$ cat src/rtl/spi_adc128s_slave.sv
// SPI slave front-end for an ADC128S-style A2D model: shifts A2D_data out on MISO and a command in from MOSI.
// Optional build macro MISO_TRISTATE_EN releases MISO (1'bz) outside a frame instead of driving 0.
module spi_adc128s_slave #(
  parameter int FRAME_W     = 16,
  parameter int SYNC_STAGES = 2
) (
  input  logic               clk,
  input  logic               rst,
  input  logic               SS_n,
  input  logic               SCLK,
  input  logic               MOSI,
  output logic               MISO,
  input  logic [FRAME_W-1:0] A2D_data,
  output logic [FRAME_W-1:0] cmd,
  output logic               rdy
);

  localparam int CNT_W = $clog2(FRAME_W + 1);
  localparam logic [CNT_W-1:0] CNT_FULL = CNT_W'(FRAME_W);

  typedef enum logic {IDLE, SHIFT} state_t;

  state_t                 state;
  logic [SYNC_STAGES-1:0] ss_sync_p0;
  logic [SYNC_STAGES-1:0] sclk_sync_p0;
  logic [SYNC_STAGES-1:0] mosi_sync_p0;
  logic                   ss_hist_p1;
  logic                   sclk_hist_p1;
  logic                   ss_s;
  logic                   sclk_s;
  logic                   mosi_s;
  logic                   ss_fall;
  logic                   ss_rise;
  logic                   sclk_rise;
  logic                   sclk_fall;
  logic [FRAME_W-1:0]     tx_shft;
  logic [FRAME_W-1:0]     rx_shft;
  logic [FRAME_W-1:0]     rx_nxt;
  logic [CNT_W-1:0]       bit_cnt;
  logic [CNT_W-1:0]       cnt_nxt;

  // Stage p0: pin synchronisers; idle levels (SS_n and SCLK high) so reset creates no false edges
  always_ff @(posedge clk or posedge rst) begin
    if (rst) begin
      ss_sync_p0   <= '1;
      sclk_sync_p0 <= '1;
      mosi_sync_p0 <= '0;
    end else begin
      ss_sync_p0   <= {ss_sync_p0[SYNC_STAGES-2:0], SS_n};
      sclk_sync_p0 <= {sclk_sync_p0[SYNC_STAGES-2:0], SCLK};
      mosi_sync_p0 <= {mosi_sync_p0[SYNC_STAGES-2:0], MOSI};
    end
  end

  assign ss_s   = ss_sync_p0[SYNC_STAGES-1];
  assign sclk_s = sclk_sync_p0[SYNC_STAGES-1];
  assign mosi_s = mosi_sync_p0[SYNC_STAGES-1];

  // Stage p1: history flops for edge detection
  always_ff @(posedge clk or posedge rst) begin
    if (rst) begin
      ss_hist_p1   <= 1'b1;
      sclk_hist_p1 <= 1'b1;
    end else begin
      ss_hist_p1   <= ss_s;
      sclk_hist_p1 <= sclk_s;
    end
  end

  assign ss_fall   = ss_hist_p1 & ~ss_s;
  assign ss_rise   = ~ss_hist_p1 & ss_s;
  assign sclk_rise = ~sclk_hist_p1 & sclk_s;
  assign sclk_fall = sclk_hist_p1 & ~sclk_s;

  // Post-rise view of the receiver, so a capture coinciding with the last rise sees that bit
  always_comb begin
    rx_nxt  = rx_shft;
    cnt_nxt = bit_cnt;
    if (sclk_rise) begin
      rx_nxt = {rx_shft[FRAME_W-2:0], mosi_s};
      if (bit_cnt != CNT_FULL) cnt_nxt = bit_cnt + CNT_W'(1);
    end
  end

  // Stage p2: frame state machine and shift registers
  always_ff @(posedge clk or posedge rst) begin
    if (rst) begin
      state   <= IDLE;
      tx_shft <= '0;
      rx_shft <= '0;
      bit_cnt <= '0;
      cmd     <= '0;
      rdy     <= 1'b0;
    end else begin
      case (state)
        IDLE: begin
          if (ss_fall) begin
            state   <= SHIFT;
            tx_shft <= A2D_data;
            bit_cnt <= '0;
            rdy     <= 1'b0;
          end
        end
        SHIFT: begin
          rx_shft <= rx_nxt;
          bit_cnt <= cnt_nxt;
          // A fall before the first rise would discard the MSB before the master samples it
          if (sclk_fall && (bit_cnt != '0)) tx_shft <= {tx_shft[FRAME_W-2:0], 1'b0};
          if (ss_rise) begin
            state <= IDLE;
            if (cnt_nxt >= CNT_FULL) begin
              cmd <= rx_nxt;
              rdy <= 1'b1;
            end
          end
        end
        default: state <= IDLE;
      endcase
    end
  end

`ifdef MISO_TRISTATE_EN
  assign MISO = (state == SHIFT) ? tx_shft[FRAME_W-1] : 1'bz;
`else
  assign MISO = (state == SHIFT) ? tx_shft[FRAME_W-1] : 1'b0;
`endif

endmodule

$ cat config.mk
export PLATFORM = sky130hd
export DESIGN_NAME = spi_adc128s_slave
export DESIGN_NICKNAME = d
export VERILOG_FILES = /design/src/rtl/spi_adc128s_slave.sv
export SDC_FILE = /design/constraint.sdc
export NUM_CORES = 1
export LEC_CHECK = 0
export BUFFER_PORTS_ARGS = -buffer_cell sky130_fd_sc_hd__buf_2
export CAP_MARGIN = 20
export CORE_ASPECT_RATIO = 0.5
export CORE_UTILIZATION = 25
export CTS_BUF_LIST = sky130_fd_sc_hd__clkbuf_4
export CTS_CLUSTER_DIAMETER = 80
export DETAILED_ROUTE_END_ITERATION = 12
export SYNTH_ARGS = -nofsm -noshare
export SYNTH_HDL_FRONTEND = slang
export SYNTH_SLANG_ARGS = --single-unit
export TNS_END_PERCENT = 1
$ cat constraint.sdc
create_clock -name clk -period 3.34 [get_ports clk]
set_input_delay 0.501 -clock clk [delete_from_list [all_inputs] [get_ports clk]]
set_output_delay 0.501 -clock clk [all_outputs]
set_load 0.03 [all_outputs]
==> impl_metrics.py, run 1 <==
metrics = {
    "worst_setup_path": {
        "criticalPathCategory": "register to output pin",
        "crit_family": "flip-flops",
        "slowest_delay_ps": 680,
        "endpoint_kind": "output pin",
        "start_kind": "register",
        "path_max_fanout": 17,
        "cp_cell_sequence": "buf_4 > and2_1 > buf_2",
        "worst-path-buf-inv": 2,
        "required_ps": 2840,
        "cp_slowest_cell": "dfrtp_1",
        "critPathArrivalTime_ps": 1820,
    },
    "yosys": {
        "syn_area_sq_mm": 0.002789,
        "yosysUniqueCellTypes": 29,
        "synth_edf_count": 0,
        "synth_seq_area_share_pct": 56.80,
        "ys_ff_latch": 63,
        "syn_avg_cell_area_sq_um": 13.09,
        "synthFlopType": "dfrtp_1",
        "syn-num-nets": 236,
        "netlist.area_leader.share_pct": 51.14,
        "synth_common_cells": "57 x dfrtp_1, 49 x mux2_2, 18 x a21oi_1, 18 x mux2i_1, 17 x nor2_1",
        "yosysWarnings": 0,
        "synth.largest_area_cell": "dfrtp_1",
        "synthArstFlopShare_pct": 100.0,
        "syn_inst": 213,
        "synth.area.top_cells": "dfrtp_1 51%, mux2_2 20%, mux2i_1 6.5%",
        "synth_most_common_cell": "dfrtp_1",
    },
    "detailed_routing": {
        "drcViolationCount": 0,
        "viasPerCell": 4.263,
        "wire_per_inst_um": 12.49,
        "drt-total-wl_um": 4997,
        "wl_met3_um": 210,
        "wl_met1_um": 2125,
        "num_vias": 1705,
        "ant_nets": 0,
        "top_layer": "met4",
        "first_pass_iters": 4,
        "wl_met2_um": 2564,
        "dr.first_iter.drc_count": 56,
    },
    "status": {
        "status": "finished, final reports clean",
    },
    "final_layout": {
        "stdcell_area_sq_mm": 0.003264,
        "diodes": 0,
        "layout-drive-gt1-share_pct": 44.62,
        "postLayoutCoreUtil_pct": 31.07,
        "fin_nets": 279,
        "syn_to_final_growth_pct": 17.05,
    },
    "place": {
        "port_buffers": 38,
        "place_congestion": 0.7759,
        "hpwl_um": 3512,
        "place_area_sq_mm": 0.003139,
    },
    "floorplanning": {
        "die_y_um": 76.69,
        "dieArea_sq_mm": 0.01161,
        "rows": 26,
        "io_pins": 39,
        "coreArea_sq_mm": 0.01051,
        "die_width_um": 151.4,
        "initial_utilization_pct": 26.54,
    },
    "timing": {
        "drv_slew": 0,
        "fmax_ghz": 0.4307,
        "timing.final.crit_period_ps": 2322,
        "fin_skew_ps": 7.573,
        "finalHoldViolCount": 0,
        "hold_ws_ps": 192.2,
        "fin_tns_setup_ps": 0,
        "tightest_slew_ps": 699.0,
        "max-slew-margin-rel_pct": 53.33,
        "finalSetupViolations": 0,
        "rsz0062_at_grt": "no",
        "fin_crit_sh_pct": 69.51,
    },
    "clock_tree": {
        "ctsHtreeMaxLevel": 3,
        "post_cts_resize_count": 0,
        "cts_root_buf": "clkbuf_4",
        "ctsHoldBuffers": 0,
        "cts.sinks": 63,
        "cts_tree": "done",
        "post-cts-setup-buffers": 0,
        "clk-insertion-delay-late_ps": 400,
        "clockBufferDepth": 2,
        "cts_buffers": 9,
        "clk_pin_slew_ps": 100,
    },
    "pwr": {
        "p_total_mw": 1.815,
        "leakagePower_nw": 1.566,
        "powerDensity_mw_per_mm2": 555.9,
        "vdd_drop_max_v": 0.0001647,
    },
    "worst_hold_path": {
        "hp-class": "input port to register",
    },
    "flow_run": {
        "maxCapViolCount": 0,
    },
    "global_route": {
        "grtUsageTotal_pct": 9.749,
        "first_global_vias": 1813,
        "grt_pass1_wl_um": 8618,
        "antenna_found_initial": 0,
        "grt-ovfl-total": 0,
        "grt_max_degree": 34,
    },
}
logic make-up after synthesis:
| group | Yosys count | synth area share, % |
|---|---|---|
| AND/OR/NAND/NOR | 38 | 7.448 |
| XOR/XNOR | 1 | 0.3141 |
| AO/OA/AOI/OAI | 25 | 4.800 |
| multiplexers | 68 | 27.05 |
| buffers and inverters | 16 | 2.692 |
| adder cells (fa/ha/maj) | 2 | 0.8971 |
| flip-flops | 63 | 56.80 |
cells in the final DEF, fill, tap and decap left out:
cell type and count:
mux2i_1 18, dfstp_2 6, or2_2 1, nor4b_1 1
mux2_2 49, nand4_4 1, nor2_1 17, o32ai_2 1
clkinv_1 2, buf_4 4, nor2b_1 1, ha_1 2
nand4bb_1 1, xnor2_1 1, clkinv_2 1, nor2b_4 1
mux2i_4 1, or3_1 1, dfrtp_1 57, nand2_1 7
nand4_1 3, inv_2 1, and3_1 1, a21oi_1 18
nand2b_1 2, clkinvlp_4 1, buf_2 38, o21ai_0 4
and2_1 1, bufinv_16 1, clkbuf_4 10, o31ai_1 2
inv_1 5
power by group:
group | internal (mW) | total, mW | switching [mW]
registers | 0.901 | 1.00 | 0.101
clock network | 0.226 | 0.481 | 0.254
logic | 0.176 | 0.332 | 0.156
total | 1.30 | 1.81 | 0.511
through the flow:
step                      instances  setup slack [ps]
final                           400              1018
after global routing            400             870.9
after CTS                       400             993.0
after detailed placement        385              1062
after global placement          385              1142
after floorplan                 213              1279
path summary, 6_finish.rpt:
check                                start       endpoint  slack, ps  cells after the start
max in group asynchronous              rst  ss_sync_p0[0]       2240                      3
max                                  state           MISO       1020                      3
min                                   SS_n  ss_sync_p0[0]        190                      1
max reg2reg                sclk_sync_p0[1]         cmd[1]       1090                      5
min in group asynchronous              rst     rx_shft[0]        200                      2
min reg2reg                  ss_sync_p0[0]  ss_sync_p0[1]        350                      0
per-layer routing:
| layer | vias up | GRT usage, % |
|---|---|---|
| met5 | - | 0 |
| met3 | 11 | 3.810 |
| met2 | 19 | 16.44 |
| met1 | 834 | 10.66 |
| li1 | 841 | - |
| met4 | 0 | 4.800 |
cell type report:
type | instances | area, sq um
multi-input cells | 134 | 1137
clock buffers | 10 | 75.07
inverters | 6 | 22.52
repair buffers | 42 | 220.2
flip-flops and latches | 63 | 1584
clock inverters | 5 | 50.05
well taps | 140 | 175.2
fillers | 1086 | 7243
worst register-to-register path, cell delays in order, from the launching register on:
cell,delay (ps)
dfstp_2,570
nor2b_4,140
buf_4,290
nand4_4,170
mux2i_4,570
mux2_2,420
sequential cells by signal (all words and copies together) (netlist names):
register and cells:
sclk_sync_p0 2, ss_sync_p0 2, cmd 16, state 1, mosi_sync_p0 2, rx_shft 16, sclk_hist_p1 1, rdy 1
tx_shft 16, bit_cnt 5, ss_hist_p1 1
(Power assumes the default switching activity.)
==> inputs of run 2 (changes only) <==
--- a/config.mk
+++ b/config.mk
@@ -5,6 +5,7 @@
 export SDC_FILE = /design/constraint.sdc
 export NUM_CORES = 1
 export LEC_CHECK = 0
+export ABC_AREA = 1
 export BUFFER_PORTS_ARGS = -buffer_cell sky130_fd_sc_hd__buf_2
 export CAP_MARGIN = 20
 export CORE_ASPECT_RATIO = 0.5
==> constraint.sdc (replaced) <==
create_clock -name clk -period 2.43 [get_ports clk]
set_input_delay 0.3645 -clock clk [delete_from_list [all_inputs] [get_ports clk]]
set_output_delay 0.3645 -clock clk [all_outputs]
set_load 0.03 [all_outputs]
==> impl_metrics.py, run 2 <==
metrics = {
    "status": {
        "status": "finished, final reports clean",
    },
    "timing": {
        "drv_slew": 0,
        "max-slew-margin-rel_pct": 62.46,
        "fin_crit_sh_pct": 72.02,
        "fin_tns_setup_ps": 0,
        "rsz0062_at_grt": "no",
        "fin_ws_ps": 679.9,
        "finalHoldViolCount": 0,
        "hold_ws_ps": 165.0,
        "finalSetupViolations": 0,
        "timing.final.crit_period_ps": 1750,
        "fin_skew_ps": 10.84,
        "fmax_ghz": 0.5714,
        "tightest_slew_ps": 562.3,
    },
    "worst_setup_path": {
        "start_kind": "register",
        "cp_cell_sequence": "buf_4 > nand2_1 > inv_1 > buf_2",
        "required_ps": 2070,
        "critPathArrivalTime_ps": 1390,
        "cp_slowest_cell": "dfrtp_1",
        "crit_family": "buffers and inverters",
        "cp.depth": 4,
        "slowest_delay_ps": 370,
        "rrSetupSlack_ps": 760,
        "criticalPathCategory": "register to output pin",
        "worst-path-buf-inv": 3,
        "reg2regPathDepth": 6,
        "endpoint_kind": "output pin",
        "path_max_fanout": 21,
    },
    "floorplanning": {
        "rows": 27,
        "io_pins": 39,
        "initial_utilization_pct": 25.80,
        "coreArea_sq_mm": 0.01105,
        "die_width_um": 153,
        "die_y_um": 77.50,
        "dieArea_sq_mm": 0.01186,
    },
    "yosys": {
        "synth_seq_area_share_pct": 55.58,
        "yosysWarnings": 0,
        "syn_area_sq_mm": 0.002850,
        "synthFlopType": "dfrtp_1",
        "netlist.area_leader.share_pct": 50.04,
        "syn_inst": 354,
        "synthArstFlopShare_pct": 100.0,
        "syn-num-nets": 377,
        "synth.area.top_cells": "dfrtp_1 50%, nand2_1 21%, nand3_1 6.3%",
        "synth_most_common_cell": "nand2_1",
        "synth_common_cells": "157 x nand2_1, 57 x dfrtp_1, 36 x nand3_1, 36 x o21ai_0, 25 x inv_1",
        "synth.largest_area_cell": "dfrtp_1",
        "yosysUniqueCellTypes": 22,
        "ys_ff_latch": 63,
        "synth_edf_count": 0,
        "syn_avg_cell_area_sq_um": 8.052,
    },
    "detailed_routing": {
        "drt-total-wl_um": 5945,
        "ant_nets": 0,
        "first_pass_iters": 4,
        "wire_per_inst_um": 10.85,
        "num_vias": 2342,
        "viasPerCell": 4.274,
        "drcViolationCount": 0,
        "dr.first_iter.drc_count": 129,
    },
    "final_layout": {
        "nFillCells": 1173,
        "reg.largest.list": "cmd x16, rx_shft x16, tx_shft x16",
        "final_cell_mix": "157 x nand2_1, 57 x dfrtp_1, 38 x buf_2, 36 x nand3_1, 36 x o21ai_0",
        "postLayoutCoreUtil_pct": 30.64,
        "layout-drive-gt1-share_pct": 18.36,
        "layout_commonest_cell": "nand2_1",
        "diodes": 0,
        "syn_to_final_growth_pct": 18.74,
        "fin_cells": 548,
        "fin_nets": 421,
    },
    "clock_tree": {
        "cts_buffers": 9,
        "cts_tree": "done",
        "cts_root_buf": "clkbuf_4",
        "clk_pin_slew_ps": 110,
        "cts.sinks": 63,
        "clk-insertion-delay-late_ps": 420,
        "clockBufferDepth": 2,
        "post-cts-setup-buffers": 0,
        "ctsHtreeMaxLevel": 3,
        "post_cts_resize_count": 0,
    },
    "worst_hold_path": {
        "hold_depth": 3,
        "hp-class": "input port to register",
    },
    "pwr": {
        "leakagePower_nw": 1.773,
        "vdd_drop_max_v": 0.0002069,
        "powerDensity_mw_per_mm2": 774.9,
    },
    "place": {
        "dpl_worst_slack_ps": 782.4,
        "hpwl_um": 3930,
        "port_buffers": 38,
        "place_inst": 528,
        "place_congestion": 0.7270,
    },
    "global_route": {
        "first_global_vias": 2264,
        "antenna_found_initial": 0,
        "grt-ovfl-total": 0,
        "grtUsageTotal_pct": 11.33,
        "grt_pass1_wl_um": 10520,
        "grt_max_degree": 39,
    },
    "flow_run": {
        "maxCapViolCount": 0,
    },
}
## run 2: cell types whose count changed after synthesis, moves of 8 or more
cell / change
a21oi_1: -16
nor2_1: -13
mux2_2: -49
o21ai_0: +32
clkbuf_1: +8
inv_1: +19
mux2i_1: -18
nand3_1: +36
nand2_1: +150
## run 2: report_power, final
group / total (mW) / switching, mW / leakage [nW] / internal, mW
Clock: 0.715 / 0.394 / 0.0761 / 0.321
Combinational: 0.533 / 0.330 / 0.872 / 0.203
Sequential: 1.37 / 0.119 / 0.825 / 1.26
Total: 2.62 / 0.842 / 1.77 / 1.78
## run 2: cells by family (layout without fill, tap and decap cells)
family | after synthesis | count (layout) | synth area share (%)
XOR/XNOR | 2 | 2 | 0.6147
flip-flops | 63 | 63 | 55.58
AO/OA/AOI/OAI | 41 | 41 | 7.507
adder cells (fa/ha/maj) | 2 | 2 | 0.8778
AND/OR/NAND/NOR | 201 | 201 | 28.71
buffers and inverters | 45 | 94 | 6.716
## run 2: area by class of cell
type | instances | area [sq um] | area share [%]
Tap cell | 145 | 181.4 | 5.360
Inverter | 28 | 105.1 | 3.105
Timing Repair Buffer | 50 | 302.8 | 8.946
Multi-Input combinational cell | 246 | 1075 | 31.76
Clock inverter | 6 | 61.31 | 1.811
Sequential cell | 63 | 1584 | 46.80
Clock buffer | 10 | 75.07 | 2.218
## run 2: routing by layer
metal	track usage (%)	wire, um	vias up
met1	12.90	2941	1096
met5	0	0	-
met4	3.636	42	0
met2	19.17	2678	34
li1	-	-	1208
met3	4.972	282	4
## run 2: what timing repair did
item / in CTS / in global routing
setup endpoints to repair: 0 / 0
endpoints found under the hold margin: 23 / 2
hold buffers: 2 / 2
## run 2: path summary, 6_finish.rpt
path | from | endpoint
worst max register to register | sclk_sync_p0[1] | bit_cnt[0]
min in group asynchronous | rst | tx_shft[3]
worst min register to register | mosi_sync_p0[0] | mosi_sync_p0[1]
worst min-delay path | A2D_data[0] | tx_shft[0]
worst max-delay path | state | MISO
max in group asynchronous | rst | sclk_sync_p0[0]
## run 2: worst register-to-register path: cells and delay by family, from the launching register on
family / cells / cell delay [ps]
simple gates: 4 / 620
flops: 1 / 570
buf+inv: 1 / 290
compound gates: 1 / 70
## run 2: per-stage QoR
step | power [mW] | instance area, sq um
floorplan | 1.791 | 2850
global placement | 1.923 | 3208
detailed placement | 1.931 | 3208
CTS | 2.667 | 3364
global route | 2.828 | 3385
finish | 2.623 | 3385
